[config.mk]
export PLATFORM = sky130hd
export DESIGN_NAME = pipe_credit_fifo
export DESIGN_NICKNAME = d
export VERILOG_FILES = /design/src/rtl/gdc_pkg.sv /design/src/rtl/pipe_credit_fifo_credit_counter.sv /design/src/rtl/pipe_credit_fifo.sv
export SDC_FILE = /design/constraint.sdc
export NUM_CORES = 1
export LEC_CHECK = 0
export ABC_CLOCK_PERIOD_IN_PS = 5100
export CAP_MARGIN = 15
export CELL_PAD_IN_SITES_DETAIL_PLACEMENT = 0
export CELL_PAD_IN_SITES_GLOBAL_PLACEMENT = 1
export CORE_AREA = 4 4 160 162
export DETAILED_ROUTE_END_ITERATION = 12
export DIE_AREA = 0 0 164 166
export PLACE_DENSITY = 0.49
export SLEW_MARGIN = 20
export SYNTH_ARGS = -nofsm -noshare
export SYNTH_HDL_FRONTEND = slang
export SYNTH_SLANG_ARGS = --single-unit
[constraint.sdc]
create_clock -name clk -period 5.1 [get_ports clk]
set_input_delay 1.02 -clock clk [delete_from_list [all_inputs] [get_ports clk]]
set_output_delay 1.02 -clock clk [all_outputs]
set_load 0.05 [all_outputs]
[src/rtl/gdc_pkg.sv]
// rtl/gdc_pkg.sv - shared defaults and width helper for the credit FIFO slice
//
// Purpose : default data width and depth, plus the occupancy/credit counter
//           width derived from a depth (needs to hold the value DEPTH itself).
// Ports   : none (package).
package gdc_pkg;

  localparam int GDC_DATA_WIDTH = 16;
  localparam int GDC_DEPTH      = 8;

  // Counters run 0..DEPTH inclusive, hence DEPTH+1 states.
  function automatic int cnt_width(input int depth);
    return $clog2(depth + 1);
  endfunction

  localparam int GDC_CNT_W = cnt_width(GDC_DEPTH);

endpackage

[src/rtl/pipe_credit_fifo_credit_counter.sv]
// rtl/pipe_credit_fifo_credit_counter.sv - issue credit counter with underflow flag
//
// Purpose : tracks how many words the source may still inject into the
//           fixed-latency pipeline. One credit per free FIFO slot not already
//           claimed by a word in flight.
// Ports   : clk, rst_n   clock, asynchronous active-low reset
//           issue        source injects a word this cycle
//           ret          a word left the FIFO this cycle (credit return)
//           credits      current credit count, 0..DEPTH
//           ok           credits available (issue will be accepted)
//           udf          sticky: issue seen while no credits were available
module credit_counter
  import gdc_pkg::*;
#(
  parameter int DEPTH = GDC_DEPTH,
  parameter int CW    = cnt_width(DEPTH)
) (
  input  logic          clk,
  input  logic          rst_n,
  input  logic          issue,
  input  logic          ret,
  output logic [CW-1:0] credits,
  output logic          ok,
  output logic          udf
);

  localparam logic [CW-1:0] FULL = CW'(DEPTH);
  localparam logic [CW-1:0] ONE  = CW'(1);

  logic take;

  assign ok   = (credits != '0);
  // An issue with no credits is not consumed; the return still counts.
  assign take = issue & ok;

  always_ff @(posedge clk or negedge rst_n) begin
    if (!rst_n) begin
      credits <= FULL;
      udf     <= 1'b0;
    end else begin
      if (take && !ret) begin
        credits <= credits - ONE;
      end else if (!take && ret && (credits != FULL)) begin
        // Saturate: returns for words that arrived without a credit
        // (e.g. in flight across a reset) must not push past DEPTH.
        credits <= credits + ONE;
      end
      if (issue && !ok) begin
        udf <= 1'b1;
      end
    end
  end

endmodule

[src/rtl/pipe_credit_fifo.sv]
// rtl/pipe_credit_fifo.sv - credit-managed FIFO behind a fixed-latency pipeline
//
// Purpose : absorbs words from a pipeline that cannot be stalled. The source
//           spends a credit per injected word; credits come back as the
//           consumer drains the FIFO, so an obedient source never overflows
//           it whatever the pipeline latency.
// Ports   : clk, rst_n        clock, asynchronous active-low reset
//           i_issue           source injects a word this cycle
//           o_credit_ok       source may assert i_issue
//           i_valid, i_data   word arriving from the pipeline (push)
//           o_valid, o_data   show-ahead FIFO head
//           i_ready           consumer takes the head (pop when o_valid)
//           o_count           occupancy, o_credits current credits
//           o_ovf             sticky: arriving word dropped on full FIFO
//           o_udf             sticky: i_issue with zero credits
module pipe_credit_fifo
  import gdc_pkg::*;
#(
  parameter int DATA_WIDTH = GDC_DATA_WIDTH,
  parameter int DEPTH      = GDC_DEPTH
) (
  input  logic                         clk,
  input  logic                         rst_n,
  input  logic                         i_issue,
  output logic                         o_credit_ok,
  input  logic                         i_valid,
  input  logic [DATA_WIDTH-1:0]        i_data,
  output logic                         o_valid,
  output logic [DATA_WIDTH-1:0]        o_data,
  input  logic                         i_ready,
  output logic [$clog2(DEPTH+1)-1:0]   o_count,
  output logic [$clog2(DEPTH+1)-1:0]   o_credits,
  output logic                         o_ovf,
  output logic                         o_udf
);

  localparam int CW = cnt_width(DEPTH);
  localparam int PW = $clog2(DEPTH);

  localparam logic [CW-1:0] CNT_FULL = CW'(DEPTH);
  localparam logic [CW-1:0] CNT_ONE  = CW'(1);
  localparam logic [PW-1:0] PTR_ONE  = PW'(1);

  logic [DATA_WIDTH-1:0] mem [DEPTH];
  logic [PW-1:0]         wr_ptr;
  logic [PW-1:0]         rd_ptr;
  logic [CW-1:0]         count;
  logic                  ovf;

  logic push;
  logic pop;
  logic full;
  logic push_ok;

  assign push    = i_valid;
  assign pop     = o_valid & i_ready;
  assign full    = (count == CNT_FULL);
  // A pop frees the slot the same cycle, so a push on full is still taken.
  assign push_ok = push & (~full | pop);

  assign o_valid = (count != '0);
  assign o_data  = mem[rd_ptr];
  assign o_count = count;
  assign o_ovf   = ovf;

  // DEPTH is a power of two, so natural pointer wrap gives modulo DEPTH.
  always_ff @(posedge clk or negedge rst_n) begin
    if (!rst_n) begin
      for (int i = 0; i < DEPTH; i++) begin
        mem[i] <= '0;
      end
      wr_ptr <= '0;
      rd_ptr <= '0;
      count  <= '0;
      ovf    <= 1'b0;
    end else begin
      if (push_ok) begin
        mem[wr_ptr] <= i_data;
        wr_ptr      <= wr_ptr + PTR_ONE;
      end
      if (pop) begin
        rd_ptr <= rd_ptr + PTR_ONE;
      end
      if (push_ok && !pop) begin
        count <= count + CNT_ONE;
      end else if (!push_ok && pop) begin
        count <= count - CNT_ONE;
      end
      if (push && !push_ok) begin
        ovf <= 1'b1;
      end
    end
  end

  credit_counter #(
    .DEPTH (DEPTH),
    .CW    (CW)
  ) u_credit (
    .clk     (clk),
    .rst_n   (rst_n),
    .issue   (i_issue),
    .ret     (pop),
    .credits (o_credits),
    .ok      (o_credit_ok),
    .udf     (o_udf)
  );

endmodule

==> results of run 1 <==
==> state kept, by name, summed over array words and instances, names as in the netlist <==
register          cells
mem                 128
o_count               4
u_credit.credits      4
rd_ptr                3
wr_ptr                3
o_ovf                 1
u_credit.udf          1
==> per-stage QoR <==
| stage | hold slack [ns] | util, % | total power [mW] |
|---|---|---|---|
| floorplan | 0.474 | - | 4.32 |
| finish | 0.472 | 33.9 | 6.43 |
| global route | 0.507 | 33.9 | 6.82 |
| detailed placement | 0.461 | 31.3 | 5.21 |
| global placement | 0.457 | 31.3 | 5.15 |
| CTS | 0.480 | 33.9 | 6.55 |
==> cell families after synthesis <==
kind of cell / count (synthesis) / synth area share, %
adders and majority gates: 9 / 1.90
muxes: 178 / 35.2
buffers and inverters: 31 / 2.26
xor gates and xnor gates: 9 / 1.17
AOI/OAI and AO/OA: 19 / 2.16
DFF: 144 / 53.7
and+or+nand+nor: 37 / 3.60
==> synthesized netlist by cell type, drive strengths merged (2+ instances only) <==
cell	number	area, µm²
or4	2	15.0
nand3	3	20.0
nand3b	2	18.8
a21o	2	15.0
nand4	2	18.8
mux2	145	1630
xnor2	8	70.1
buf	15	88.8
nor3	3	20.0
nor2	5	18.8
ha	7	87.6
o21ai	4	20.0
nor4b	2	30.0
fa	2	40.0
a21oi	5	25.0
mux4	32	721
nand2	13	48.8
nand4b	2	30.0
inv	7	28.8
clkbuf	9	33.8
dfrtp	143	3580
==> worst max-delay path by stage <==
stage	start	end	cells after the start	slack (ns)
2_1_floorplan	i_ready	o_count[3]$_DFFE_PN0P_	10	2.01
3_3_place_gp	i_ready	o_count[3]$_DFFE_PN0P_	11	1.35
3_5_place_dp	i_ready	o_count[3]$_DFFE_PN0P_	11	1.31
4_1_cts	rd_ptr[0]$_DFFE_PN0P_	o_data[14]	4	1.07
5_1_grt	rd_ptr[0]$_DFFE_PN0P_	o_data[14]	4	1.0
6_report	rd_ptr[0]$_DFFE_PN0P_	o_data[14]	4	1.16
==> critical path: stages (launching register included) <==
cell and delay (ns):
dfrtp_2 0.64, buf_12 0.30, mux4_2 0.53, mux2_2 0.31
clkdlybuf4s50_1 0.71
==> where the power goes <==
| group | internal, mW | switching [mW] | leakage, nW |
|---|---|---|---|
| combinational | 1.50 | 1.49 | 1.32 |
| sequential | 1.73 | 0.408 | 1.72 |
| clock | 0.791 | 0.516 | 0.298 |
==> layer usage <==
layer  GRT usage [%]  vias up  routed length (µm)
met5               0        -                   0
met2            18.4       44                7070
met1            16.2     2002                7420
li1                -     1703                   -
met4            3.28        0                 137
met3            2.93       10                 421
==> final cells by class <==
class,count,area share (%)
flip-flops and latches,144,44.1
multi-input cells,252,36.4
repair buffers,54,6.63
clock buffers,18,5.37
well taps,324,4.96
clock inverters,14,2.20
inverters,7,0.352
==> summary.txt, run 1 <==
Status = completed
CP required = 4.08 ns
Via density = 4.62
Ys flop type = dfrtp_1
Largest net degree at the start of global routing = 106
Critical path endpoint category = primary output
Sequential area share after synthesis = 53.7%
Area of the multi-input gates = 2970 µm²
Mapped Cells = 427
Worst-Skew Late Latency = 0.41 ns
Rows = 57
LEAKAGE = 3.34 nW
DR WL/cell = 18.5 µm
Overall routing resource usage = 11.7%
Clock slew at reported path FFs = 0.06 ns
Post-CTS Setup Bufs = 0
CTS Buf Count = 17
Fin worst setup slack = 1.16 ns
Commonest non-fill, non-tap cell in the layout = mux2_2
Worst-case reg-to-reg path depth = 9
Fillers = 2382
CP startpoint kind = flip-flop
Initial drt markers = 136
Hold WC Path Type = flip-flop to flip-flop
Layout Skew = 0.00649 ns
Register area = 3610 µm²
Hold Crit Start = o_ovf$_DFFE_PN0P_
H-tree depth = 4
Final min period = 3.94 ns
Worst Path Max Fanout = 24
Yosys warning count = 0
RSZ-0062 raised after global routing = false
Cell area after layout = 8180 µm²
GRT overflow = 0
Vias in the first global route = 4134
Post-Place Worst Slack = 1.31 ns
Clock root buffer = clkbuf_16
Reg-to-Reg End = o_count[3]$_DFFE_PN0P_
Global-route wire length before repair = 24400 µm
Pwr dens = 787 nW/µm²
Hold path endpoint = o_ovf$_DFFE_PN0P_
Final Hold Viols = 0
Layout cells sized above 1 = 46.6%
Slew HR = 30.3%
Peak VDD IR = 348 µV
Clock Sinks = 144
Initial antenna violation count = 0
RePlAce Congestion = 0.705
Hpwl dp = 8910 µm
Post-synth ARST share = 100%
EDFF count, synth = 0
Non-filler cells, final = 813
Total I/O pin count = 49
Die area = 27200 µm²
Nets = 506
Initial Utilization = 27.8%
Synth Register Bits = 144
Synth Area per Inst = 15.7 µm²
Worst reg-to-reg setup slack = 2.27 ns
Core footprint = 24100 µm²
Final Max Slew Viols = 0
Origin of the critical flop-to-flop path = o_count[0]$_DFFE_PN0P_
Crit path DAT = 2.92 ns
Antenna fix cells = 0
CTS tree = built
Worst Max-Slew Pin Slew = 1.05 ns
Synthesis-to-finish area growth = 21.8%
Max_cap viols = 0
Period utilization = 77.2%
Via Count = 3759
Post-synthesis net count = 457
Post-synth cell types = 42
Final ANT Viol Nets = 0
Final setup fails = 0
Die Y = 166 µm
Mapped Area = 6710 µm²
Clk buf depth = 2
Commonest non-fill, non-tap cells in the layout = 145 x mux2_2, 142 x dfrtp_1, 47 x clkdlybuf4s50_1
Hold Path Cell Cnt = 1
First drt pass iteration count = 4
Crit Path Class = flip-flop to primary output
Max frequency = 0.254 GHz
Die width = 164 µm
TNS Setup = 0 ns
Placed Cells = 781
CTS resizes = 0
Post-Route WL = 15100 µm
DP Area = 7550 µm²
Cts hold-fix bufs = 0
Port bufs = 48
DRC violations left = 0
No activity file was read; power rests on OpenSTA's default activity.
==> run 2: changes to the inputs <==
--- a/config.mk
+++ b/config.mk
@@ -5,7 +5,7 @@
 export SDC_FILE = /design/constraint.sdc
 export NUM_CORES = 1
 export LEC_CHECK = 0
-export ABC_CLOCK_PERIOD_IN_PS = 5100
+export ABC_CLOCK_PERIOD_IN_PS = 3700
 export CAP_MARGIN = 15
 export CELL_PAD_IN_SITES_DETAIL_PLACEMENT = 0
 export CELL_PAD_IN_SITES_GLOBAL_PLACEMENT = 1
==> constraint.sdc (replaced) <==
create_clock -name clk -period 3.7 [get_ports clk]
set_input_delay 0.74 -clock clk [delete_from_list [all_inputs] [get_ports clk]]
set_output_delay 0.74 -clock clk [all_outputs]
set_load 0.05 [all_outputs]
==> summary.txt, run 2 (same netlist as run 1, synthesis figures left out) <==
Rows = 57 (unchanged)
Final ANT Viol Nets = 0 (unchanged)
Die Y = 166 µm (unchanged)
Die area = 27200 µm² (unchanged)
Clk buf depth = 2 (unchanged)
Synthesis-to-finish area growth = 23.3%
Final Hold Viols = 0 (unchanged)
Clock slew at reported path FFs = 0.06 ns (about the same)
Max stage delay on crit path = 0.72 ns (about the same)
Final Max Slew Viols = 0 (unchanged)
Most flops, register = mem
First drt pass iteration count = 4 (unchanged)
Crit path DAT = 2.74 ns (-0.18 ns)
Max_cap viols = 0 (unchanged)
Hold WC Path Type = input port to asynchronous set/reset pin
Port bufs = 48 (unchanged)
H-tree depth = 4 (unchanged)
GRT overflow = 0 (unchanged)
LEAKAGE = 3.41 nW (+1.8%)
Initial drt markers = 128 (-5.9%)
Layout cells sized above 1 = 47.6% (+0.96 points)
DP Area = 7660 µm² (+1.4%)
DR WL/cell = 18.8 µm (+1.6%)
Cell area after layout = 8270 µm² (+1.2%)
Worst-Skew Late Latency = 0.42 ns (about the same)
Final setup fails = 0 (unchanged)
Worst Path Buf+Inv = 2 (unchanged)
Worst Path Max Fanout = 18 (-25%)
Initial Utilization = 27.8% (unchanged)
Commonest non-fill, non-tap cells in the layout = 145 x mux2_2, 142 x dfrtp_1, 47 x clkdlybuf4s50_1
Peak VDD IR = 522 µV (+50%)
Die width = 164 µm (unchanged)
Clock Sinks = 144 (unchanged)
Core footprint = 24100 µm² (unchanged)
Fin worst setup slack = 0.223 ns (-0.938 ns)
Period utilization = 94.0%
CTS resizes = 0 (unchanged)
RePlAce Congestion = 0.730 (+3.5%)
Pwr dens = 1080 nW/µm² (+38%)
RSZ-0062 raised after global routing = false
CTS tree = built
Antenna fix cells = 0 (unchanged)
Status = completed
TNS Setup = 0 ns (unchanged)
Hpwl dp = 9360 µm (+5.1%)
Crit Path Class = flip-flop to primary output
Slew HR = 36.1% (+5.8 points)
Initial antenna violation count = 0 (unchanged)
Fin util = 34.3% (+0.41 points)
Worst Max-Slew Pin Slew = 0.959 ns (-0.0874 ns)
Overall routing resource usage = 12.1% (+0.37 points)
Via density = 4.68 (+1.3%)
DRC violations left = 0 (unchanged)
Slowest CP cell = clkdlybuf4s50_1
Post-CTS Setup Bufs = 0 (unchanged)
Commonest non-fill, non-tap cell in the layout = mux2_2
CP required = 2.96 ns (-1.12 ns)
CP startpoint kind = flip-flop
Clock root buffer = clkbuf_16
Final min period = 3.48 ns
Total I/O pin count = 49 (unchanged)
Vias in the first global route = 4332 (+4.8%)
Number of flip-flops in the largest register = 128 (unchanged)
CP top delay family = buffers and inverters
CTS Buf Count = 17 (unchanged)
Cts hold-fix bufs = 0 (unchanged)
Global-route wire length before repair = 25200 µm (+3.3%)
Largest net degree at the start of global routing = 116 (+9.4%)
Critical path endpoint category = primary output
Max frequency = 0.288 GHz
Post-Place Worst Slack = 0.460 ns (-0.852 ns)
Via Count = 3851 (+2.4%)
Post-Route WL = 15500 µm (+2.7%)
CP cell instances = buf_4, mux4_2, mux2_2, clkdlybuf4s50_1
Layout Skew = 0.0141 ns (+0.00757 ns)
Nets = 517 (+2.2%)
## run 2: area by class of cell
class                           count  area [µm²]
Fill cell                        2374       15800
Tap cell                          324         405
Inverter                            7        28.8
Clock buffer                       17         425
Sequential cell                   144        3610
Clock inverter                     13         185
Timing Repair Buffer               65         649
Multi-Input combinational cell    252        2970
## run 2: final timing paths
path,start,to,slack [ns],depth (start not counted)
worst max-delay path,rd_ptr[0]$_DFFE_PN0P_,o_data[7],0.22,4
worst min-delay path,rst_n,o_ovf$_DFFE_PN0P_,0.45,1
worst max register to register,o_count[0]$_DFFE_PN0P_,u_credit.credits[3]$_DFFE_PN1P_,0.83,9
worst min register to register,o_ovf$_DFFE_PN0P_,o_ovf$_DFFE_PN0P_,0.49,1
max in group asynchronous,rst_n,mem[117]$_DFFE_PN0P_,2.42,2
min in group clk,o_ovf$_DFFE_PN0P_,o_ovf$_DFFE_PN0P_,0.49,1
## run 2: where the power goes
group          internal, mW  total (mW)  switching (mW)
clock network          1.13        1.82           0.692
registers              2.38        2.89           0.510
logic                  2.11        4.25            2.14
## run 2: metal layers
layer,vias up,GRT usage [%],routed length (µm)
met5,-,0,0
met4,0,3.14,197
met2,56,19.6,7640
met1,2059,16.4,7190
met3,12,2.76,421
li1,1724,-,-
## run 2: stage by stage
stage          instances  hold WS, ns  total power [mW]
3_3_place_gp         792        0.458              7.15
2_1_floorplan        427        0.444              5.96
3_5_place_dp         792        0.470              7.26
5_1_grt              822        0.497              9.51
6_report             822        0.453              8.96
4_1_cts              822        0.487              9.12
